## config.mk

```make
export PLATFORM = sky130hd
export DESIGN_NAME = gte_micro_sequencer_flat
export DESIGN_NICKNAME = d
export VERILOG_FILES = /design/src/rtl/gte_micro_sequencer_pkg.sv /design/src/rtl/gte_micro_sequencer_if.sv /design/src/rtl/gte_start_pc_rom.sv /design/src/rtl/gte_micro_sequencer.sv /design/src/flat_wrapper.sv
export SDC_FILE = /design/constraint.sdc
export NUM_CORES = 1
export LEC_CHECK = 0
export BUFFER_PORTS_ARGS = -buffer_cell sky130_fd_sc_hd__buf_4
export CAP_MARGIN = 20
export CORE_ASPECT_RATIO = 0.9
export CORE_MARGIN = 3
export CORE_UTILIZATION = 40
export DETAILED_ROUTE_END_ITERATION = 8
export PLACE_DENSITY_LB_ADDON = 0.08
export SYNTH_ARGS = -nofsm -noshare
export SYNTH_HDL_FRONTEND = slang
export SYNTH_SLANG_ARGS = --single-unit
```

## constraint.sdc

```tcl
create_clock -name i_clk -period 3.2 [get_ports i_clk]
set_clock_uncertainty 0.15 [all_clocks]
set_input_delay 0.64 -clock i_clk [delete_from_list [all_inputs] [get_ports i_clk]]
set_output_delay 0.64 -clock i_clk [all_outputs]
set_load 0.01 [all_outputs]
```

## src/rtl/gte_micro_sequencer_pkg.sv

```systemverilog
`default_nettype none
// ============================================================================
// Module   : gte_micro_sequencer_pkg
// Purpose  : Shared GTE definitions: sequencer states, command fields, PC width.
// Revision : 1.0 - initial release
// ============================================================================
package gte_micro_sequencer_pkg;

    localparam int c_PC_W     = 9;
    localparam int c_CMD_W    = 25;
    localparam int c_OPCODE_W = 6;

    localparam logic [c_PC_W-1:0] c_PC_MAX = '1;

    typedef enum logic [1:0] {
        ST_IDLE = 2'd0,
        ST_WAIT = 2'd1,
        ST_RUN  = 2'd2
    } seq_state_t;

    typedef struct packed {
        logic [c_OPCODE_W-1:0] opcode;
        logic                  sf;
        logic [1:0]            mx;
        logic [1:0]            vsel;
        logic [1:0]            cv;
        logic                  lm;
    } cmd_fields_t;

endpackage
`default_nettype wire

```

## src/rtl/gte_micro_sequencer_if.sv

```systemverilog
`default_nettype none
// ============================================================================
// Module   : gte_micro_sequencer_if
// Purpose  : CPU command handshake, microcode-store flags and latched fields.
// Revision : 1.0 - initial release
// ============================================================================
interface gte_micro_sequencer_if;
    import gte_micro_sequencer_pkg::*;

    logic                  i_cmdValid;
    logic [c_CMD_W-1:0]    i_cmd;
    logic                  o_cmdReady;
    logic                  i_stall;
    logic                  i_lastInstr;
    logic [c_PC_W-1:0]     o_PC;
    logic                  o_execValid;
    logic [c_OPCODE_W-1:0] o_opcode;
    logic                  o_sf;
    logic [1:0]            o_mx;
    logic [1:0]            o_vsel;
    logic [1:0]            o_cv;
    logic                  o_lm;
    logic                  o_busy;
    logic                  o_done;
    logic                  o_err;

    modport master (
        output i_cmdValid, i_cmd, i_stall, i_lastInstr,
        input  o_cmdReady, o_PC, o_execValid, o_opcode, o_sf, o_mx,
               o_vsel, o_cv, o_lm, o_busy, o_done, o_err
    );

    modport slave (
        input  i_cmdValid, i_cmd, i_stall, i_lastInstr,
        output o_cmdReady, o_PC, o_execValid, o_opcode, o_sf, o_mx,
               o_vsel, o_cv, o_lm, o_busy, o_done, o_err
    );

endinterface
`default_nettype wire

```

## src/rtl/gte_start_pc_rom.sv

```systemverilog
`default_nettype none
// ============================================================================
// Module   : gte_start_pc_rom
// Purpose  : Opcode to microcode start address; built with the microcode image.
// Revision : 1.0 - initial release
// ============================================================================
module gte_start_pc_rom
    import gte_micro_sequencer_pkg::*;
(
    input  wire logic [c_OPCODE_W-1:0] i_opcode,
    output logic      [c_PC_W-1:0]     o_start_pc
);

    // Zero marks an unimplemented opcode.
    always_comb begin
        o_start_pc = '0;
        case (i_opcode)
            6'h01:   o_start_pc = 9'd16;
            6'h02:   o_start_pc = 9'd508;
            6'h06:   o_start_pc = 9'd32;
            6'h0C:   o_start_pc = 9'd48;
            default: o_start_pc = '0;
        endcase
    end

endmodule
`default_nettype wire

```

## src/rtl/gte_micro_sequencer.sv

```systemverilog
`default_nettype none
// ============================================================================
// Module   : gte_micro_sequencer
// Purpose  : COP2 command accept and microcode PC sequencing with stall replay.
// Revision : 1.0 - initial release
// ============================================================================
module gte_micro_sequencer
    import gte_micro_sequencer_pkg::*;
(
    input  wire logic        i_clk,
    input  wire logic        i_rst,
    gte_micro_sequencer_if.slave bus
);

    seq_state_t          r_state;
    seq_state_t          w_state_nxt;
    logic [c_PC_W-1:0]   r_pc;
    logic [c_PC_W-1:0]   w_pc_nxt;
    logic [c_PC_W-1:0]   w_start_pc;
    cmd_fields_t         r_fields;
    cmd_fields_t         w_cmd_fields;
    logic                r_done;
    logic                w_done_nxt;
    logic                r_err;
    logic                w_err_nxt;
    logic                w_accept;
    logic                w_cmd_ready;
    logic                w_exec_valid;
    logic                w_finish;
    logic                w_unused_cmd_bits;

    gte_start_pc_rom u_start_pc_rom (
        .i_opcode   (bus.i_cmd[5:0]),
        .o_start_pc (w_start_pc)
    );

    always_comb begin
        w_cmd_fields        = '0;
        w_cmd_fields.opcode = bus.i_cmd[5:0];
        w_cmd_fields.lm     = bus.i_cmd[10];
        w_cmd_fields.cv     = bus.i_cmd[14:13];
        w_cmd_fields.vsel   = bus.i_cmd[16:15];
        w_cmd_fields.mx     = bus.i_cmd[18:17];
        w_cmd_fields.sf     = bus.i_cmd[19];
    end

    assign w_unused_cmd_bits = ^{bus.i_cmd[24:20], bus.i_cmd[12:11], bus.i_cmd[9:6]};

    // The store only yields entry p after visiting p-1, so a stalled entry is
    // replayed by stepping back one address through WAIT.
    always_comb begin
        w_state_nxt  = r_state;
        w_pc_nxt     = r_pc;
        w_done_nxt   = 1'b0;
        w_err_nxt    = r_err;
        w_cmd_ready  = 1'b0;
        w_exec_valid = 1'b0;
        w_finish     = 1'b0;
        w_accept     = 1'b0;

        case (r_state)
            ST_IDLE: begin
                w_cmd_ready = 1'b1;
                w_pc_nxt    = '0;
            end
            ST_WAIT: begin
                if (!bus.i_stall) begin
                    w_state_nxt = ST_RUN;
                    w_pc_nxt    = r_pc + 9'd1;
                end
            end
            ST_RUN: begin
                w_exec_valid = !bus.i_stall;
                if (bus.i_stall) begin
                    w_state_nxt = ST_WAIT;
                    w_pc_nxt    = r_pc - 9'd1;
                end else if (bus.i_lastInstr) begin
                    w_cmd_ready = 1'b1;
                    w_finish    = 1'b1;
                end else if (r_pc == c_PC_MAX) begin
                    w_finish  = 1'b1;
                    w_err_nxt = 1'b1;
                end else begin
                    w_pc_nxt = r_pc + 9'd1;
                end
            end
            default: begin
                w_state_nxt = ST_IDLE;
                w_pc_nxt    = '0;
            end
        endcase

        if (w_finish) begin
            w_state_nxt = ST_IDLE;
            w_pc_nxt    = '0;
            w_done_nxt  = 1'b1;
        end

        // An accept in the finishing cycle overrides the return to IDLE.
        w_accept = w_cmd_ready && bus.i_cmdValid;
        if (w_accept) begin
            w_err_nxt = 1'b0;
            if (w_start_pc != '0) begin
                w_state_nxt = ST_WAIT;
                w_pc_nxt    = w_start_pc;
            end else begin
                w_done_nxt = 1'b1;
            end
        end
    end

    always_ff @(posedge i_clk or posedge i_rst) begin
        if (i_rst) begin
            r_state  <= ST_IDLE;
            r_pc     <= '0;
            r_done   <= 1'b0;
            r_err    <= 1'b0;
            r_fields <= '0;
        end else begin
            r_state <= w_state_nxt;
            r_pc    <= w_pc_nxt;
            r_done  <= w_done_nxt;
            r_err   <= w_err_nxt;
            if (w_accept) begin
                r_fields <= w_cmd_fields;
            end
        end
    end

    assign bus.o_cmdReady  = w_cmd_ready;
    assign bus.o_PC        = r_pc;
    assign bus.o_execValid = w_exec_valid;
    assign bus.o_busy      = (r_state != ST_IDLE);
    assign bus.o_done      = r_done;
    assign bus.o_err       = r_err;
    assign bus.o_opcode    = r_fields.opcode;
    assign bus.o_sf        = r_fields.sf;
    assign bus.o_mx        = r_fields.mx;
    assign bus.o_vsel      = r_fields.vsel;
    assign bus.o_cv        = r_fields.cv;
    assign bus.o_lm        = r_fields.lm;

endmodule
`default_nettype wire

```

## src/flat_wrapper.sv

```systemverilog
// flat-port wrapper written by rule: the top's interface ports become plain ports
module gte_micro_sequencer_flat import gte_micro_sequencer_pkg::*;
  (i_clk, i_rst, bus_i_cmdValid, bus_i_cmd, bus_i_stall, bus_i_lastInstr, bus_o_cmdReady, bus_o_PC, bus_o_execValid, bus_o_opcode, bus_o_sf, bus_o_mx, bus_o_vsel, bus_o_cv, bus_o_lm, bus_o_busy, bus_o_done, bus_o_err);
  gte_micro_sequencer_if bus_i ();
  input  wire logic i_clk;
  input  wire logic i_rst;
  input wire logic [$bits(bus_i.i_cmdValid)-1:0] bus_i_cmdValid;
  input wire logic [$bits(bus_i.i_cmd)-1:0] bus_i_cmd;
  input wire logic [$bits(bus_i.i_stall)-1:0] bus_i_stall;
  input wire logic [$bits(bus_i.i_lastInstr)-1:0] bus_i_lastInstr;
  output wire logic [$bits(bus_i.o_cmdReady)-1:0] bus_o_cmdReady;
  output wire logic [$bits(bus_i.o_PC)-1:0] bus_o_PC;
  output wire logic [$bits(bus_i.o_execValid)-1:0] bus_o_execValid;
  output wire logic [$bits(bus_i.o_opcode)-1:0] bus_o_opcode;
  output wire logic [$bits(bus_i.o_sf)-1:0] bus_o_sf;
  output wire logic [$bits(bus_i.o_mx)-1:0] bus_o_mx;
  output wire logic [$bits(bus_i.o_vsel)-1:0] bus_o_vsel;
  output wire logic [$bits(bus_i.o_cv)-1:0] bus_o_cv;
  output wire logic [$bits(bus_i.o_lm)-1:0] bus_o_lm;
  output wire logic [$bits(bus_i.o_busy)-1:0] bus_o_busy;
  output wire logic [$bits(bus_i.o_done)-1:0] bus_o_done;
  output wire logic [$bits(bus_i.o_err)-1:0] bus_o_err;
  assign bus_i.i_cmdValid = bus_i_cmdValid;
  assign bus_i.i_cmd = bus_i_cmd;
  assign bus_i.i_stall = bus_i_stall;
  assign bus_i.i_lastInstr = bus_i_lastInstr;
  assign bus_o_cmdReady = bus_i.o_cmdReady;
  assign bus_o_PC = bus_i.o_PC;
  assign bus_o_execValid = bus_i.o_execValid;
  assign bus_o_opcode = bus_i.o_opcode;
  assign bus_o_sf = bus_i.o_sf;
  assign bus_o_mx = bus_i.o_mx;
  assign bus_o_vsel = bus_i.o_vsel;
  assign bus_o_cv = bus_i.o_cv;
  assign bus_o_lm = bus_i.o_lm;
  assign bus_o_busy = bus_i.o_busy;
  assign bus_o_done = bus_i.o_done;
  assign bus_o_err = bus_i.o_err;
  gte_micro_sequencer u_core (.i_clk(i_clk), .i_rst(i_rst), .bus(bus_i));
endmodule
```

==> metrics.txt <==
# TYPE chip_impl_metric gauge
chip_impl_metric{name="num_vias",unit=""} 1538
chip_impl_metric{name="place_congestion",unit=""} 0.796
chip_impl_metric{name="ys.warnings.count",unit=""} 0
chip_impl_metric{name="syn-cell-area",unit="mm^2"} 0.00175
chip_impl_metric{name="pin_count_of_the_biggest_net_entering_global_routing",unit=""} 28
chip_impl_metric{name="synthArstFlopShare",unit=""} 1.00
chip_impl_info{name="critical_path_end_type",value="output pin"} 1
chip_impl_metric{name="core.rowCount",unit=""} 22
chip_impl_metric{name="grt_first_pass_wirelength",unit="um"} 6980
chip_impl_metric{name="layout_min_cycle_time",unit="ns"} 2.68
chip_impl_metric{name="core",unit="mm^2"} 0.00413
chip_impl_metric{name="timing_hold_violations_final",unit=""} 0
chip_impl_metric{name="final_util",unit=""} 0.523
chip_impl_metric{name="power.leakage",unit="nW"} 1.09
chip_impl_info{name="worst-setup-path-type",value="flip-flop to output pin"} 1
chip_impl_metric{name="synth_area_per_cell",unit="um^2"} 8.43
chip_impl_metric{name="setup_viol",unit=""} 0
chip_impl_metric{name="clock_latency_of_the_later_clocked_register_in_the_worst_skew_pair",unit="ns"} 0.27
chip_impl_metric{name="areaGrowthSynthToFinish",unit="%"} 23.8
chip_impl_metric{name="ioPinCount",unit=""} 58
chip_impl_metric{name="yosys_register_bits",unit=""} 27
chip_impl_metric{name="postSynthCellCount",unit=""} 207
chip_impl_metric{name="place_hpwl",unit="um"} 3110
chip_impl_metric{name="route.detailed.drc",unit=""} 0
chip_impl_metric{name="synth.mux.area_fraction",unit=""} 0.0122
chip_impl_metric{name="slew_headroom",unit=""} 0.607
chip_impl_metric{name="postCtsResizedCells",unit=""} 0
chip_impl_metric{name="die_w",unit="um"} 75.6
chip_impl_metric{name="tritoncts_num_sinks",unit=""} 27
chip_impl_metric{name="post_synthesis_share_of_cell_area_spent_on_full_adders_half_adders_and_majority_gates",unit=""} 0.0573
chip_impl_metric{name="final_nets",unit=""} 288
chip_impl_metric{name="antenna_found_initial",unit=""} 0
chip_impl_metric{name="area.sequential",unit="um^2"} 676
chip_impl_info{name="critPathCapture",value="bus_o_cmdReady"} 1
chip_impl_metric{name="drt_iter0_drc",unit=""} 99
chip_impl_metric{name="cts-root-to-sink-buffers",unit=""} 2
chip_impl_metric{name="cp.arrival",unit="ns"} 1.89
chip_impl_metric{name="synth_enable_flop_cells",unit=""} 0
chip_impl_info{name="cts_root_buffer",value="sky130_fd_sc_hd__clkbuf_8"} 1
chip_impl_metric{name="timing_max_transition_violations_final",unit=""} 0
chip_impl_info{name="startpoint_type",value="flip-flop"} 1
chip_impl_metric{name="synth_simple_gate_area_share",unit=""} 0.249
chip_impl_metric{name="fp.dieH",unit="um"} 68.7
chip_impl_info{name="min-delay-path-class",value="primary input to async pin"} 1
chip_impl_metric{name="syn-num-nets",unit=""} 245
chip_impl_info{name="rsz_0062_raised_after_global_routing",value="no"} 1
chip_impl_metric{name="cellPowerDensity",unit="mW/mm^2"} 753
chip_impl_metric{name="n_antenna_cell",unit=""} 0
chip_impl_metric{name="drt_pre_antenna_iters",unit=""} 4
chip_impl_info{name="run_status",value="finished, final reports clean"} 1
chip_impl_metric{name="residual_overflow_from_global_routing",unit=""} 0
chip_impl_metric{name="yosysSeqAreaShare",unit=""} 0.387
chip_impl_metric{name="reg2reg_slack",unit="ns"} 0.58
chip_impl_metric{name="number_of_global_route_vias_before_repair",unit=""} 1406
chip_impl_info{name="largest_cells_by_area_after_synthesis",value="sky130_fd_sc_hd__dfrtp_1 (39%), sky130_fd_sc_hd__nand2_1 (11%), sky130_fd_sc_hd__ha_1 (5.7%)"} 1
chip_impl_metric{name="n_fill_cell",unit=""} 425
chip_impl_info{name="critical_path.reg2reg.endpoint",value="u_core.bus.o_PC[5]"} 1
chip_impl_metric{name="via_per_inst",unit=""} 5.18
chip_impl_metric{name="initial_utilization",unit=""} 0.423
chip_impl_metric{name="synth-xor-area-share",unit=""} 0.0602
chip_impl_metric{name="area_occupied_by_multi_input_gates",unit="um^2"} 967
chip_impl_metric{name="setup_total_negative_slack",unit="ns"} 0
chip_impl_metric{name="global_route.usage.total",unit=""} 0.175
chip_impl_metric{name="hold_buffers",unit=""} 0
chip_impl_metric{name="clock.fmax",unit="MHz"} 374
chip_impl_metric{name="numCtsBuffers",unit=""} 3
chip_impl_metric{name="vdd.ir_drop.worst",unit="V"} 0.000478
chip_impl_metric{name="floorplan.die_area",unit="mm^2"} 0.00519
chip_impl_info{name="yosys_most_used_dff",value="sky130_fd_sc_hd__dfrtp_1"} 1
chip_impl_metric{name="cts_setup_buffers",unit=""} 0
chip_impl_info{name="crit_start",value="u_core.r_state[0]"} 1
chip_impl_metric{name="ant_nets",unit=""} 0
chip_impl_metric{name="worstMarginPinSlew",unit="ns"} 0.589
chip_impl_metric{name="rr_worst_depth",unit=""} 7
chip_impl_metric{name="maxCapViolations",unit=""} 0
chip_impl_metric{name="critPathMaxFanout",unit=""} 11
chip_impl_metric{name="layout-drive-gt1-share",unit=""} 0.233
chip_impl_metric{name="yosysTopAreaCellShare",unit=""} 0.387
chip_impl_metric{name="synth_compound_area_frac",unit=""} 0.175
chip_impl_metric{name="io_buffers",unit=""} 46
chip_impl_metric{name="ctsHtreeMaxLevel",unit=""} 1
chip_impl_metric{name="ys_types",unit=""} 46
chip_impl_metric{name="path_clk_slew",unit="ns"} 0.09
chip_impl_metric{name="routed_wirelength",unit="um"} 4220
chip_impl_metric{name="post-route-period-util",unit=""} 0.836
chip_impl_info{name="cts_tree",value="yes"} 1
chip_impl_info{name="reg2reg_from",value="u_core.r_state[0]"} 1
chip_impl_info{name="largest_family_of_logic_cells_by_synthesized_area",value="simple AND/OR/NAND/NOR gates"} 1
chip_impl_metric{name="drt-wirelength-per-cell",unit="um"} 14.2
chip_impl_info{name="synth.largest_area_cell",value="sky130_fd_sc_hd__dfrtp_1"} 1
chip_impl_metric{name="worst-endpoint-required",unit="ns"} 2.41
## cells in the final DEF, fill, tap and decap left out, types with 7 or more instances in the layout
master | synthesis | routed
sky130_fd_sc_hd__inv_1 | 12 | 12
sky130_fd_sc_hd__nand2_1 | 52 | 52
sky130_fd_sc_hd__a22oi_1 | 7 | 7
sky130_fd_sc_hd__xnor2_1 | 9 | 9
sky130_fd_sc_hd__nor2_1 | 12 | 12
sky130_fd_sc_hd__dfrtp_1 | 27 | 27
sky130_fd_sc_hd__o21ai_0 | 10 | 10
sky130_fd_sc_hd__ha_1 | 8 | 8
sky130_fd_sc_hd__buf_4 | 2 | 49
## where the power goes
group / switching, mW / internal [mW] / total (mW)
clock network: 0.101 / 0.0891 / 0.190
logic: 0.444 / 0.426 / 0.870
registers: 0.107 / 0.460 / 0.567
## layout make-up
cell class / instances / share of cell area
timing repair buffer: 49 / 0.170
inverter: 12 / 0.0208
clock buffer: 4 / 0.0208
tap: 48 / 0.0278
multi-input combinational: 157 / 0.448
sequential: 27 / 0.313
## registers in the layout, summed over array words and instances, names as in the netlist
name	count
u_core.bus.o_sf	1
u_core.bus.o_done	1
u_core.bus.o_mx	2
u_core.bus.o_opcode	6
u_core.bus.o_lm	1
u_core.bus.o_PC	9
u_core.bus.o_cv	2
u_core.bus.o_vsel	2
u_core.bus.o_err	1
u_core.r_state	2
## cells in the mapped netlist, types with 4 or more instances
| cell type | number |
|---|---|
| sky130_fd_sc_hd__dfrtp_1 | 27 |
| sky130_fd_sc_hd__clkbuf_1 | 7 |
| sky130_fd_sc_hd__o21ai_0 | 10 |
| sky130_fd_sc_hd__nor2_1 | 12 |
| sky130_fd_sc_hd__nand2_1 | 52 |
| sky130_fd_sc_hd__ha_1 | 8 |
| sky130_fd_sc_hd__xnor2_1 | 9 |
| sky130_fd_sc_hd__o21ai_1 | 4 |
| sky130_fd_sc_hd__a22oi_1 | 7 |
| sky130_fd_sc_hd__a21o_1 | 4 |
| sky130_fd_sc_hd__inv_1 | 12 |
| sky130_fd_sc_hd__a21oi_1 | 4 |
## critical path, stage by stage (launching register included)
cell	delay, ns
sky130_fd_sc_hd__dfrtp_1	0.42
sky130_fd_sc_hd__inv_1	0.11
sky130_fd_sc_hd__ha_1	0.43
sky130_fd_sc_hd__nor2b_1	0.22
sky130_fd_sc_hd__buf_4	0.19
sky130_fd_sc_hd__a21o_1	0.13
sky130_fd_sc_hd__buf_4	0.11
## kinds of logic after synthesis
group	after synthesis
AO/OA/AOI/OAI	45
XOR/XNOR	12
adder cells (fa/ha/maj)	8
buffers and inverters	23
flip-flops	27
multiplexers	2
AND/OR/NAND/NOR	90
## per-stage QoR
step	instances	hold WS [ns]	total power [mW]	cell area, um^2	setup WS (ns)
after CTS	297	0.293	1.65	2160	0.512
after global placement	293	0.313	1.44	2120	0.607
after floorplan	207	0.364	1.11	1750	0.744
after global routing	297	0.292	1.78	2160	0.342
final	297	0.281	1.63	2160	0.524
after detailed placement	293	0.313	1.45	2120	0.565
## worst min path at each step
stage                       startpoint                 end
floorplan           u_core.bus.o_cv[0]  u_core.bus.o_cv[0]
global placement       u_core.bus.o_lm     u_core.bus.o_lm
detailed placement     u_core.bus.o_lm     u_core.bus.o_lm
finish                           i_rst  u_core.bus.o_mx[1]
global route                     i_rst  u_core.bus.o_mx[1]
CTS                              i_rst  u_core.bus.o_mx[1]
## routing by layer
| layer | up-vias | routed length, um | track usage |
|---|---|---|---|
| met1 | 711 | 2130 | 0.260 |
| met3 | 2 | 210 | 0.0348 |
| met5 | - | 0 | 0 |
| li1 | 787 | - | - |
| met2 | 38 | 1850 | 0.262 |
| met4 | 0 | 19 | 0.0349 |
(Power assumes the default switching activity.)
